<file path="config.mk">
export PLATFORM = sky130hd
export DESIGN_NAME = wormhole_rr_arbiter
export DESIGN_NICKNAME = d
export VERILOG_FILES = /design/src/rtl/wormhole_rr_arbiter.sv
export SDC_FILE = /design/constraint.sdc
export NUM_CORES = 1
export LEC_CHECK = 0
export CAP_MARGIN = 30
export CELL_PAD_IN_SITES_DETAIL_PLACEMENT = 1
export CELL_PAD_IN_SITES_GLOBAL_PLACEMENT = 2
export CORE_ASPECT_RATIO = 1.4
export CORE_UTILIZATION = 29
export DETAILED_ROUTE_END_ITERATION = 10
export GPL_TIMING_DRIVEN = 0
export PLACE_DENSITY_LB_ADDON = 0.25
export SKIP_CTS_REPAIR_TIMING = 1
export SLEW_MARGIN = 20
export SYNTH_ARGS = -nofsm -noshare
export SYNTH_HDL_FRONTEND = slang
export SYNTH_SLANG_ARGS = --single-unit
export TNS_END_PERCENT = 1
</file>
<file path="constraint.sdc">
create_clock -name clk -period 7.1 [get_ports clk]
set_input_delay 1.42 -clock clk [delete_from_list [all_inputs] [get_ports clk]]
set_output_delay 1.42 -clock clk [all_outputs]
set_load 0.01 [all_outputs]
</file>
<file path="src/rtl/wormhole_rr_arbiter.sv">
// Wormhole round-robin arbiter: one output port shared by five inputs, and a packet keeps the output until it completes.
// Optional macro ARB_TIMEOUT_EN adds a stall watchdog that aborts a packet after 255 grant-less LOCK cycles.
module wormhole_rr_arbiter #(
  parameter int LEN_W = 12
) (
  input  logic               clk,
  input  logic               rst,
  input  logic [4:0]         req,
  input  logic [14:0]        flit_id,
  input  logic [5*LEN_W-1:0] length,
  input  logic               out_ready,
  output logic [4:0]         grant,
  output logic               busy,
  output logic [2:0]         owner,
  output logic               timeout
);

  localparam int CNT_W = LEN_W + 1;

  localparam logic [0:0] IDLE = 1'b0;
  localparam logic [0:0] LOCK = 1'b1;

  localparam logic [2:0] HEAD = 3'b001;
  localparam logic [2:0] TAIL = 3'b100;

  // Handshake: grant[i] is both the FIFO read strobe and the crossbar select. A flit
  // moves only in a cycle where the owner's req and out_ready are both high; grant is
  // that AND, taken in the same cycle from the registered owner/state.
  logic [0:0]       state;
  logic [2:0]       ptr;
  logic [CNT_W-1:0] cnt;

  logic [4:0]       cand;
  logic             win_found;
  logic [2:0]       win_idx;
  logic [LEN_W-1:0] win_len;
  logic [2:0]       owner_flit;
  logic             grant_any;
  logic             release_pkt;

  function automatic logic [2:0] wrap_add(input logic [2:0] a, input logic [2:0] b);
    logic [3:0] s;
    s = {1'b0, a} + {1'b0, b};
    return (s >= 4'd5) ? 3'(s - 4'd5) : s[2:0];
  endfunction

  always_comb begin
    for (int i = 0; i < 5; i++) begin
      cand[i] = req[i] && (flit_id[3*i +: 3] == HEAD);
    end
  end

  // Search starts one past the last winner, so the previous owner is examined last.
  always_comb begin
    win_found = 1'b0;
    win_idx   = 3'd0;
    for (int k = 1; k <= 5; k++) begin
      if (!win_found && cand[wrap_add(ptr, 3'(k))]) begin
        win_found = 1'b1;
        win_idx   = wrap_add(ptr, 3'(k));
      end
    end
  end

  always_comb begin
    win_len    = '0;
    owner_flit = 3'd0;
    for (int i = 0; i < 5; i++) begin
      if (win_idx == 3'(i)) win_len = length[LEN_W*i +: LEN_W];
      if (owner == 3'(i)) owner_flit = flit_id[3*i +: 3];
    end
  end

  assign grant_any   = (state == LOCK) && req[owner] && out_ready;
  assign grant       = grant_any ? (5'b00001 << owner) : 5'b00000;
  assign busy        = (state == LOCK);
  assign release_pkt = grant_any && ((cnt == CNT_W'(1)) || (owner_flit == TAIL));

`ifdef ARB_TIMEOUT_EN
  logic [7:0] stall;

  assign timeout = (state == LOCK) && !grant_any && (stall == 8'hFF);

  always_ff @(posedge clk) begin
    if (!rst) begin
      stall <= 8'd0;
    end else if (state == IDLE || grant_any || timeout) begin
      stall <= 8'd0;
    end else begin
      stall <= stall + 8'd1;
    end
  end
`else
  assign timeout = 1'b0;
`endif

  always_ff @(posedge clk) begin
    if (!rst) begin
      state <= IDLE;
      owner <= 3'd0;
      ptr   <= 3'd4;
      cnt   <= '0;
    end else begin
      case (state)
        IDLE: begin
          if (win_found) begin
            state <= LOCK;
            owner <= win_idx;
            ptr   <= win_idx;
            cnt   <= {1'b0, win_len} + CNT_W'(1);
          end
        end
        default: begin
          if (grant_any) begin
            cnt <= cnt - CNT_W'(1);
            if (release_pkt) state <= IDLE;
          end
`ifdef ARB_TIMEOUT_EN
          // Watchdog abort: ptr already equals owner, so round-robin resumes after it.
          if (timeout) begin
            state <= IDLE;
            ptr   <= owner;
          end
`endif
        end
      endcase
    end
  end

endmodule

</file>
==> out/qor.csv, run 1 <==
stage;metric;value;unit
routing;vias per inst;5.56;
floorplanning;width of the die;93.0;microns
worst_setup_path;crit path kind;in -> reg;
clock_network;maximum clock path buffer count;2;
finish;Nets;653;
worst_hold_path;HP Class;reg -> reg;
routing;WL/cell;19.4;microns
routing;Vias;3875;
routing;WL final;13.6;mm
finish;final core occ;40.2;%
grt;vias in the first global route;4258;
floorplanning;number of placed I/O pins;93;
placement;Port Buffers;91;
pwr;LEAKAGE;1.76;nW
synth;Synth area leaders;dfxtp_1 (11%), mux2i_1 (6.6%), nand2_1 (5.6%);
grt;GRT overflow;0;
worst_setup_path;cells along the critical path;clkdlybuf4s50_1 > nor4bb_1 > clkbuf_1 > a221oi_1 > nor2_1 > nor3_1 > nor3_1 > a21oi_1 > a21o_1 > and2_1 > buf_6 > nand2_1 > o221ai_2 > ha_1 > o31ai_1 > a21oi_1 > nand3_1 > xor2_1 > o21ai_1;
placement;GPL Wtd Cong;0.905;
synth;flops & latches, synth;18;
timing;Max Fclk;179;MHz
timing;RSZ-0062 raised after global routing;false;
clock_network;clk sinks;18;
floorplanning;Site Rows;46;
routing;First DRT Iteration DRCs;99;
synth;sequential cell area fraction in the yosys report;10.7;%
worst_setup_path;Critical Path RT;7240;ps
finish;synthesis-to-finish area growth;34.9;%
worst_setup_path;Top Family by Delay on Critical Path;compound AO/OA/AOI/OAI gates;
routing;TritonRoute pass-1 iters;4;
flow_run;max_cap viols;0;
worst_setup_path;WP buf/inv;3;
pwr;Seq pwr share;7.3;%
timing;Tmin final;5570;ps
timing;Post-Route Setup TNS;0;ps
synth;Most used DFF post-synth;dfxtp_1;
finish;final instance area;4530;sq um
clock_network;H-Tree Level Count;1;
pwr;switch share;56.3;%
pwr;P_sw;1.36;mW
synth;Syn Nets;557;
synth;Synth async-reset ratio;0;%
floorplanning;initial core utilization;29.8;%
synth;leading area contributor after synthesis;dfxtp_1;
synth;top cell type's share of synthesized area;10.7;%
synth;Synthesis Warnings;0;
finish;Inserted Diodes;0;
floorplanning;core area;11300;sq um
synth;Mean Syn Cell Area;7.32;sq um
floorplanning;die area;12000;sq um
clock_network;CTS tree;done;
timing;worst slew pin tran;788;ps
synth;Yosys cell types;81;
worst_setup_path;CP endpoint kind;flip-flop;
pwr;Internal;1.06;mW
pwr;Max IR drop VDD;0.000248;V
timing;Slew HR;47.1;%
finish;layout cell share with drive strength beyond 1;10.1;%
grt;largest net degree at the start of global routing;14;
floorplanning;die height;129;microns
placement;placed inst area;4460;sq um
pwr;combinational share of power;87.8;%
timing;Fin. Hold Viols;0;
status;status;completed;
routing;Routed Antenna Nets;0;
synth;Netlist Area Pre-Place;3360;sq um
timing;skew final;6.52;ps
clock_network;CTS Buf Count;3;
grt;total track usage;23.0;%
pwr;Cell Pwr Density;535;nW/um^2
grt;initial antenna violation count;0;
clock_network;worst skew pair latency;260;ps
timing;endpoints failing setup;0;
worst_setup_path;Max stage delay on crit path;570;ps
timing;Slew Limit Fails;0;
clock_network;Clock transition at path regs;60;ps
grt;first-pass GRT wire length;21.8;mm
worst_setup_path;CP arrival;5710;ps
worst_setup_path;slowest CP cell;nor3_1;
timing;Period Utilization, post-route;78.5;%
finish;FILL cells;1423;
placement;DP HPWL;11.2;mm
pwr;PnR Total Power;2.42;mW
pwr;clock share of power;4.9;%
worst_setup_path;CP max FO;8;
clock_network;Root Driver;clkbuf_16;
synth;count of flip-flops with a built-in enable after synthesis;0;
synth;cells after synthesis;459;
worst_setup_path;crit start category;primary input;
routing;DRC Markers;0;
-- registers in the layout (all words and copies together), names as in the netlist --
register	count
cnt	13
ptr	1
busy	1
owner	3
-- placed cells by master, fill, tap and decap left out, types with 14 or more instances in the layout --
| cell | count |
|---|---|
| dfxtp_1 | 18 |
| nand3_1 | 26 |
| clkdlybuf4s50_1 | 91 |
| o21ai_0 | 31 |
| nor3_1 | 22 |
| nor2_1 | 29 |
| a21oi_1 | 24 |
| nand2_1 | 50 |
| ha_1 | 14 |
| mux2i_1 | 22 |
-- cells in the mapped netlist (7+ instances only) --
master / n
nand2_1: 50
o21ai_0: 31
nor2_1: 29
nand3_1: 26
a21oi_1: 24
mux2i_1: 22
nor3_1: 22
dfxtp_1: 18
ha_1: 14
and2_1: 12
inv_1: 12
clkbuf_1: 10
nand2b_1: 9
buf_2: 8
nand4_1: 8
o21ai_1: 7
or3_1: 7
-- area by class of cell --
cell class	count	area (sq um)	area share [%]
sequential	18	360	7.95
tap	144	180	3.98
inverter	15	56.3	1.24
buffer	25	141	3.12
multi-input combinational	401	2810	62.0
clock buffer	3	75.1	1.66
timing repair buffer	91	911	20.1
-- kinds of logic (layout without fill, tap and decap cells) --
| logic type | after synthesis | count (layout) | share of synthesized area (%) |
|---|---|---|---|
| and+or+nand+nor | 214 | 214 | 35.8 |
| AOI/OAI and AO/OA | 132 | 132 | 27.7 |
| buffers and inverters | 40 | 134 | 5.88 |
| muxes | 31 | 31 | 11.2 |
| DFF | 18 | 18 | 10.7 |
| adders and majority gates | 15 | 15 | 5.81 |
| xor gates and xnor gates | 8 | 8 | 2.64 |
| other | 1 | 1 | 0.112 |
-- through the flow --
stage	worst slack [ps]	cells	hold slack (ps)
4_1_cts	1490	697	535
2_1_floorplan	2510	459	478
3_5_place_dp	1250	694	525
6_report	1530	697	532
5_1_grt	1160	697	583
3_3_place_gp	1020	694	502
-- routing by layer --
metal | vias up | global-route usage (%) | wire (microns)
met1 | 1897 | 25.7 | 5460
met4 | 0 | 7.87 | 418
met5 | - | 0 | 0
li1 | 1915 | - | -
met2 | 37 | 45.4 | 7580
met3 | 26 | 0.939 | 91
-- power by group through the flow --
stage,sequential [mW],combinational [mW],clock (mW)
after floorplan,0.166,1.55,0
after global placement,0.177,2.09,0
after detailed placement,0.179,2.14,0
after CTS,0.177,2.15,0.118
after global routing,0.182,2.35,0.125
final,0.177,2.13,0.118
-- path summary, 6_finish.rpt --
check                             end  slack (ps)  depth (start not counted)             startpoint
hold reg to reg   cnt[2]$_SDFFE_PN0P_         530                          2    cnt[2]$_SDFFE_PN0P_
setup / recovery  cnt[8]$_SDFFE_PN0P_        1530                         19                 req[3]
setup reg to reg  cnt[8]$_SDFFE_PN0P_        1740                         20  owner[1]$_SDFFE_PN0P_
hold / removal    cnt[2]$_SDFFE_PN0P_         530                          2    cnt[2]$_SDFFE_PN0P_
-- worst register-to-register path, cell delays in order, from the launching register on --
cell and delay, ps:
dfxtp_1 690, inv_1 350, ha_1 280, ha_1 320
buf_2 210, a221oi_1 280, nor2_1 70, nor3_1 570
nor3_1 200, a21oi_1 200, a21o_1 170, and2_1 140
buf_6 160, nand2_1 140, o221ai_2 300, ha_1 260
o31ai_1 150, a21oi_1 310, nand3_1 140, xor2_1 210
o21ai_1 90
No activity file was read; power rests on OpenSTA's default activity.
==> run 2, diff against run 1 <==
CORE_UTILIZATION = 25   (was 29)
clock period = 4.74 ns   (was 7.1 ns; I/O delays follow)
==> run 2 against run 1 <==
  * Count of clock-buffer cells in the layout increased by 1
  * Clock power is 65% higher
  * Global-route usage down 2.8 points
  * Critical path type unchanged
  * Largest cell class unchanged
  * Largest power group unchanged
==> out/qor.csv, run 2 (synthesis gave the netlist of run 1 again) <==
stage;metric;value;unit
status;status;completed;
clock_network;worst skew pair latency;250;ps
worst_setup_path;CP max FO;8;
timing;Max Fclk;217;MHz
worst_setup_path;CP endpoint kind;flip-flop;
placement;Port Buffers;91;
timing;Slew HR;48.3;%
timing;Period Utilization, post-route;97.2;%
placement;DP HPWL;11.6;mm
finish;largest reg by FF count;cnt;
timing;skew final;2.78;ps
clock_network;H-Tree Level Count;1;
worst_setup_path;crit path from;req[3];
finish;layout cell share with drive strength beyond 1;20.7;%
worst_setup_path;r2r endpoint;cnt[6]$_SDFFE_PN0P_;
worst_setup_path;crit start category;primary input;
clock_network;Root Driver;clkbuf_16;
floorplanning;core area;13000;sq um
routing;TritonRoute pass-1 iters;4;
finish;final instance area;5050;sq um
finish;FILL cells;1574;
worst_setup_path;crit path kind;in -> reg;
floorplanning;initial core utilization;25.8;%
pwr;LEAKAGE;1.92;nW
pwr;Cell Pwr Density;843;nW/um^2
floorplanning;width of the die;100;microns
worst_setup_path;CP arrival;4750;ps
pwr;PnR Total Power;4.26;mW
finish;Nets;674;
grt;GRT overflow;0;
pwr;Max IR drop VDD;0.000283;V
worst_setup_path;R2R cell count;24;
grt;largest net degree at the start of global routing;14;
finish;commonest cells after routing, fill and taps aside;clkdlybuf4s50_1 (91), nand2_1 (49), o21ai_0 (29), buf_4 (26), nand3_1 (25);
placement;Placed Cells;728;
finish;synthesis-to-finish area growth;50.4;%
timing;Slew Limit Fails;0;
finish;Inserted Diodes;0;
clock_network;Clock transition at path regs;60;ps
finish;biggest regs;cnt: 13 flops, owner: 3 flops;
routing;WL final;14.4;mm
placement;dpl ws;-743;ps
routing;vias per inst;5.37;
floorplanning;Site Rows;49;
worst_setup_path;Critical Path RT;4880;ps
worst_hold_path;HP Class;reg -> reg;
clock_network;maximum clock path buffer count;2;
clock_network;CTS tree;done;
timing;worst slew pin tran;769;ps
worst_setup_path;reg2reg setup slack;160;ps
grt;first-pass GRT wire length;22.2;mm
routing;WL/cell;19.2;microns
floorplanning;die area;13900;sq um
clock_network;clk sinks;18;
timing;endpoints failing setup;0;
grt;vias in the first global route;4164;
placement;placed inst area;4500;sq um
placement;GPL Wtd Cong;0.804;
routing;Vias;4047;
clock_network;CTS Buf Count;3;
finish;Largest register FFs;13;
routing;First DRT Iteration DRCs;90;
worst_setup_path;Worst Setup EP;cnt[6]$_SDFFE_PN0P_;
floorplanning;number of placed I/O pins;93;
timing;PnR worst setup slack;134;ps
routing;Routed Antenna Nets;0;
timing;Fin. Hold Viols;0;
floorplanning;die height;139;microns
finish;fin cells;753;
grt;initial antenna violation count;0;
flow_run;max_cap viols;0;
grt;total track usage;20.2;%
routing;DRC Markers;0;
worst_setup_path;Reg-to-Reg Start;owner[0]$_SDFFE_PN0P_;
timing;Tmin final;4610;ps
finish;commonest non-fill, non-tap cell in the layout;clkdlybuf4s50_1;
==> run 2: report_power, final <==
group / total, mW / internal, mW / switching (mW) / leakage [nW]
logic: 3.80 / 1.64 / 2.16 / 1.72
registers: 0.264 / 0.209 / 0.0553 / 0.150
clock network: 0.195 / 0.129 / 0.0665 / 0.0442
==> run 2: layout make-up <==
type	count	area, sq um	area share [%]
plain buffers	24	156	3.10
clock buffers	4	88.8	1.76
inverters	15	72.6	1.44
multi-input cells	401	3060	60.6
flip-flops and latches	18	372	7.36
well taps	178	223	4.41
repair buffers	113	1080	21.4
==> run 2: stage by stage <==
| stage | TNS (ps) | util [%] | hold slack, ps |
|---|---|---|---|
| after global placement | -7260 | 34.6 | 505 |
| after global routing | -102 | 38.9 | 600 |
| after floorplan | 0 | - | 478 |
| after detailed placement | -6260 | 34.6 | 525 |
| after CTS | -6470 | 35.3 | 532 |
| final | 0 | 38.9 | 527 |
==> run 2: worst min-delay path by stage <==
| stage | from | endpoint | slack [ps] | cells after the start |
|---|---|---|---|---|
| finish | cnt[2]$_SDFFE_PN0P_ | cnt[2]$_SDFFE_PN0P_ | 530 | 2 |
| global route | cnt[2]$_SDFFE_PN0P_ | cnt[2]$_SDFFE_PN0P_ | 600 | 2 |
| CTS | cnt[2]$_SDFFE_PN0P_ | cnt[2]$_SDFFE_PN0P_ | 530 | 2 |
| detailed placement | cnt[2]$_SDFFE_PN0P_ | cnt[2]$_SDFFE_PN0P_ | 530 | 2 |
| global placement | cnt[2]$_SDFFE_PN0P_ | cnt[2]$_SDFFE_PN0P_ | 500 | 2 |
| floorplan | cnt[2]$_SDFFE_PN0P_ | cnt[2]$_SDFFE_PN0P_ | 480 | 2 |
==> run 2: worst max-delay path, cell delays in order <==
cell             delay, ps
clkdlybuf4s50_1        420
nor4bb_2               180
buf_4                  170
a221oi_2               270
nor2_2                  70
nor3_4                 230
a221oi_4                50
buf_4                  180
buf_4                  140
buf_4                  140
a211o_4                370
nand2_8                120
mux2i_4                250
nor2_1                  70
a21oi_1                120
o21ai_0                110
ha_2                   220
o31ai_4                 80
a21oi_2                 90
buf_4                  150
or2_0                  190
nand3_1                100
a21oi_1                 70
==> run 2: routing by layer <==
layer,routed length [microns],global-route usage (%),vias up
met5,0,0,-
met3,221,0.958,12
li1,-,-,1971
met1,5700,22.9,2026
met2,8330,39.8,38
met4,189,5.34,0
==> run 3, diff against run 2 <==
==> constraint.sdc (replaced) <==
create_clock -name clk -period 4.74 [get_ports clk]
set_input_delay 0.474 -clock clk [delete_from_list [all_inputs] [get_ports clk]]
set_output_delay 0.474 -clock clk [all_outputs]
set_load 0.01 [all_outputs]
==> run 3 against run 2 <==
  * Combinational power fell by 4%
  * Via count fell by 0.59%
  * Worst setup slack improved by 38 ps
  * First-iteration DRC count decreased by 17%
  * Flip-flop and latch count unchanged
  * Cell count decreased by 0.66%
  * Global-route usage did not move
  * Cell area is 2.1% lower
  * Worst hold slack better by 1.4 ps
  * Wire length is 0.78% lower
  * Die area did not move
  * Critical endpoint unchanged
  * Largest power group unchanged
==> out/qor.csv, run 3 (synthesis gave the netlist of run 1 again) <==
stage;metric;value;unit
worst_setup_path;CP arrival;4710;ps
finish;Largest register FFs;13;
grt;GRT overflow;0;
pwr;switch share;54.3;%
routing;DRC Markers;0;
worst_setup_path;R2R cell count;21;
finish;commonest cells after routing, fill and taps aside;clkdlybuf4s50_1 (91), nand2_1 (49), o21ai_0 (28), nand3_1 (26), nor2_1 (26);
clock_network;CTS tree;done;
worst_setup_path;crit path from;owner[0]$_SDFFE_PN0P_;
worst_setup_path;r2r endpoint;cnt[6]$_SDFFE_PN0P_;
worst_setup_path;crit path kind;reg -> reg;
floorplanning;number of placed I/O pins;93;
timing;worst slew pin tran;765;ps
timing;Tmin final;4570;ps
finish;commonest non-fill, non-tap cell in the layout;clkdlybuf4s50_1;
worst_hold_path;HP Class;reg -> reg;
timing;Period Utilization, post-route;96.4;%
routing;WL final;14.3;mm
timing;Fin. Hold Viols;0;
routing;First DRT Iteration DRCs;75;
finish;area of the multi-input gates;2990;sq um
grt;initial antenna violation count;1;
floorplanning;width of the die;100;microns
routing;TritonRoute pass-1 iters;5;
routing;vias per inst;5.38;
finish;FILL cells;1591;
worst_hold_path;Hold Path Origin;cnt[2]$_SDFFE_PN0P_;
clock_network;clk sinks;18;
timing;endpoints failing setup;0;
finish;FF+latch area;372;sq um
placement;DP HPWL;11.6;mm
floorplanning;Site Rows;49;
routing;Vias;4023;
pwr;combinational share of power;88.8;%
finish;Nets;668;
pwr;LEAKAGE;1.87;nW
worst_setup_path;CP max FO;13;
floorplanning;die area;13900;sq um
finish;synthesis-to-finish area growth;47.3;%
worst_setup_path;crit start category;flip-flop;
pwr;Max IR drop VDD;0.000299;V
worst_setup_path;reg2reg setup slack;170;ps
clock_network;worst skew pair latency;250;ps
pwr;clock share of power;4.7;%
worst_setup_path;Reg-to-Reg Start;owner[0]$_SDFFE_PN0P_;
floorplanning;initial core utilization;25.8;%
routing;WL/cell;19.1;microns
grt;vias in the first global route;4164;
finish;largest reg by FF count;cnt;
timing;Max Fclk;219;MHz
grt;total track usage;20.2;%
flow_run;max_cap viols;0;
pwr;Internal;1.87;mW
finish;layout cell share with drive strength beyond 1;18.1;%
clock_network;CTS Buf Count;3;
clock_network;Root Driver;clkbuf_16;
pwr;PnR Total Power;4.09;mW
worst_setup_path;Critical Path RT;4880;ps
clock_network;H-Tree Level Count;1;
timing;skew final;1.44;ps
floorplanning;core area;13000;sq um
clock_network;Clock transition at path regs;60;ps
status;status;completed;
grt;first-pass GRT wire length;22.2;mm
floorplanning;die height;139;microns
timing;Slew HR;48.7;%
timing;hold_ws;528;ps
worst_setup_path;CP endpoint kind;flip-flop;
pwr;P_sw;2.22;mW
routing;Routed Antenna Nets;0;
placement;GPL Wtd Cong;0.804;
timing;Slew Limit Fails;0;
pwr;Seq pwr share;6.5;%
worst_setup_path;Worst Setup EP;cnt[6]$_SDFFE_PN0P_;
finish;biggest regs;cnt: 13 flops, owner: 3 flops;
placement;Port Buffers;91;
pwr;Cell Pwr Density;826;nW/um^2
grt;largest net degree at the start of global routing;14;
clock_network;maximum clock path buffer count;2;
-- run 3: layout make-up --
type | count | area share, %
inverter | 15 | 1.47
clock buffer | 4 | 1.80
buffer | 24 | 3.09
multi-input combinational | 401 | 60.4
tap | 178 | 4.50
antenna | 1 | 0.0506
timing repair buffer | 107 | 21.2
sequential | 18 | 7.51
-- run 3: worst max-delay path, cell delays in order, from the launching register on --
cell       delay, ps
dfxtp_4          390
buf_8            170
clkinv_8         100
ha_1             210
ha_1             330
buf_4            200
mux2i_1          130
a221oi_1         300
a21oi_1          110
o2111ai_1        500
nor4_4            90
or4_1            470
buf_2            230
a21oi_1          170
o21ai_0          110
ha_2             210
o31ai_2          120
a21oi_2          100
buf_4            160
or2_0            190
nand3_1          100
a21oi_1           70
-- run 3: power groups by stage --
| stage | sequential [mW] | combinational, mW | clock, mW |
|---|---|---|---|
| floorplan | 0.249 | 2.33 | 0 |
| global placement | 0.265 | 3.17 | 0 |
| detailed placement | 0.266 | 3.23 | 0 |
| CTS | 0.265 | 3.25 | 0.198 |
| global route | 0.273 | 3.94 | 0.206 |
| finish | 0.264 | 3.63 | 0.193 |
-- run 3: per-layer routing --
| layer | up-vias | global-route usage [%] | part of all wire, % |
|---|---|---|---|
| met3 | 16 | 0.958 | 0.96 |
| met4 | 0 | 5.34 | 1.8 |
| met2 | 38 | 39.8 | 57 |
| met1 | 2013 | 22.9 | 40 |
| met5 | - | 0 | 0 |
| li1 | 1956 | - | - |
-- run 3: worst min path at each step --
stage	to	slack (ps)	depth (start not counted)
after floorplan	cnt[2]$_SDFFE_PN0P_	480	2
after global placement	cnt[2]$_SDFFE_PN0P_	500	2
final	cnt[2]$_SDFFE_PN0P_	530	2
after global routing	cnt[2]$_SDFFE_PN0P_	600	2
after CTS	cnt[2]$_SDFFE_PN0P_	530	2
after detailed placement	cnt[2]$_SDFFE_PN0P_	530	2
-- run 3: per-stage QoR --
step	cell area, sq um	instances	utilization [%]	setup TNS [ps]	worst slack, ps
final	4950	748	38.1	0	172
after floorplan	3360	459	-	0	403
after detailed placement	4500	728	34.6	-6200	-733
after global placement	4490	728	34.6	-7110	-966
after CTS	4590	732	35.3	-6470	-752
after global routing	4950	748	38.1	-66.0	-27.8
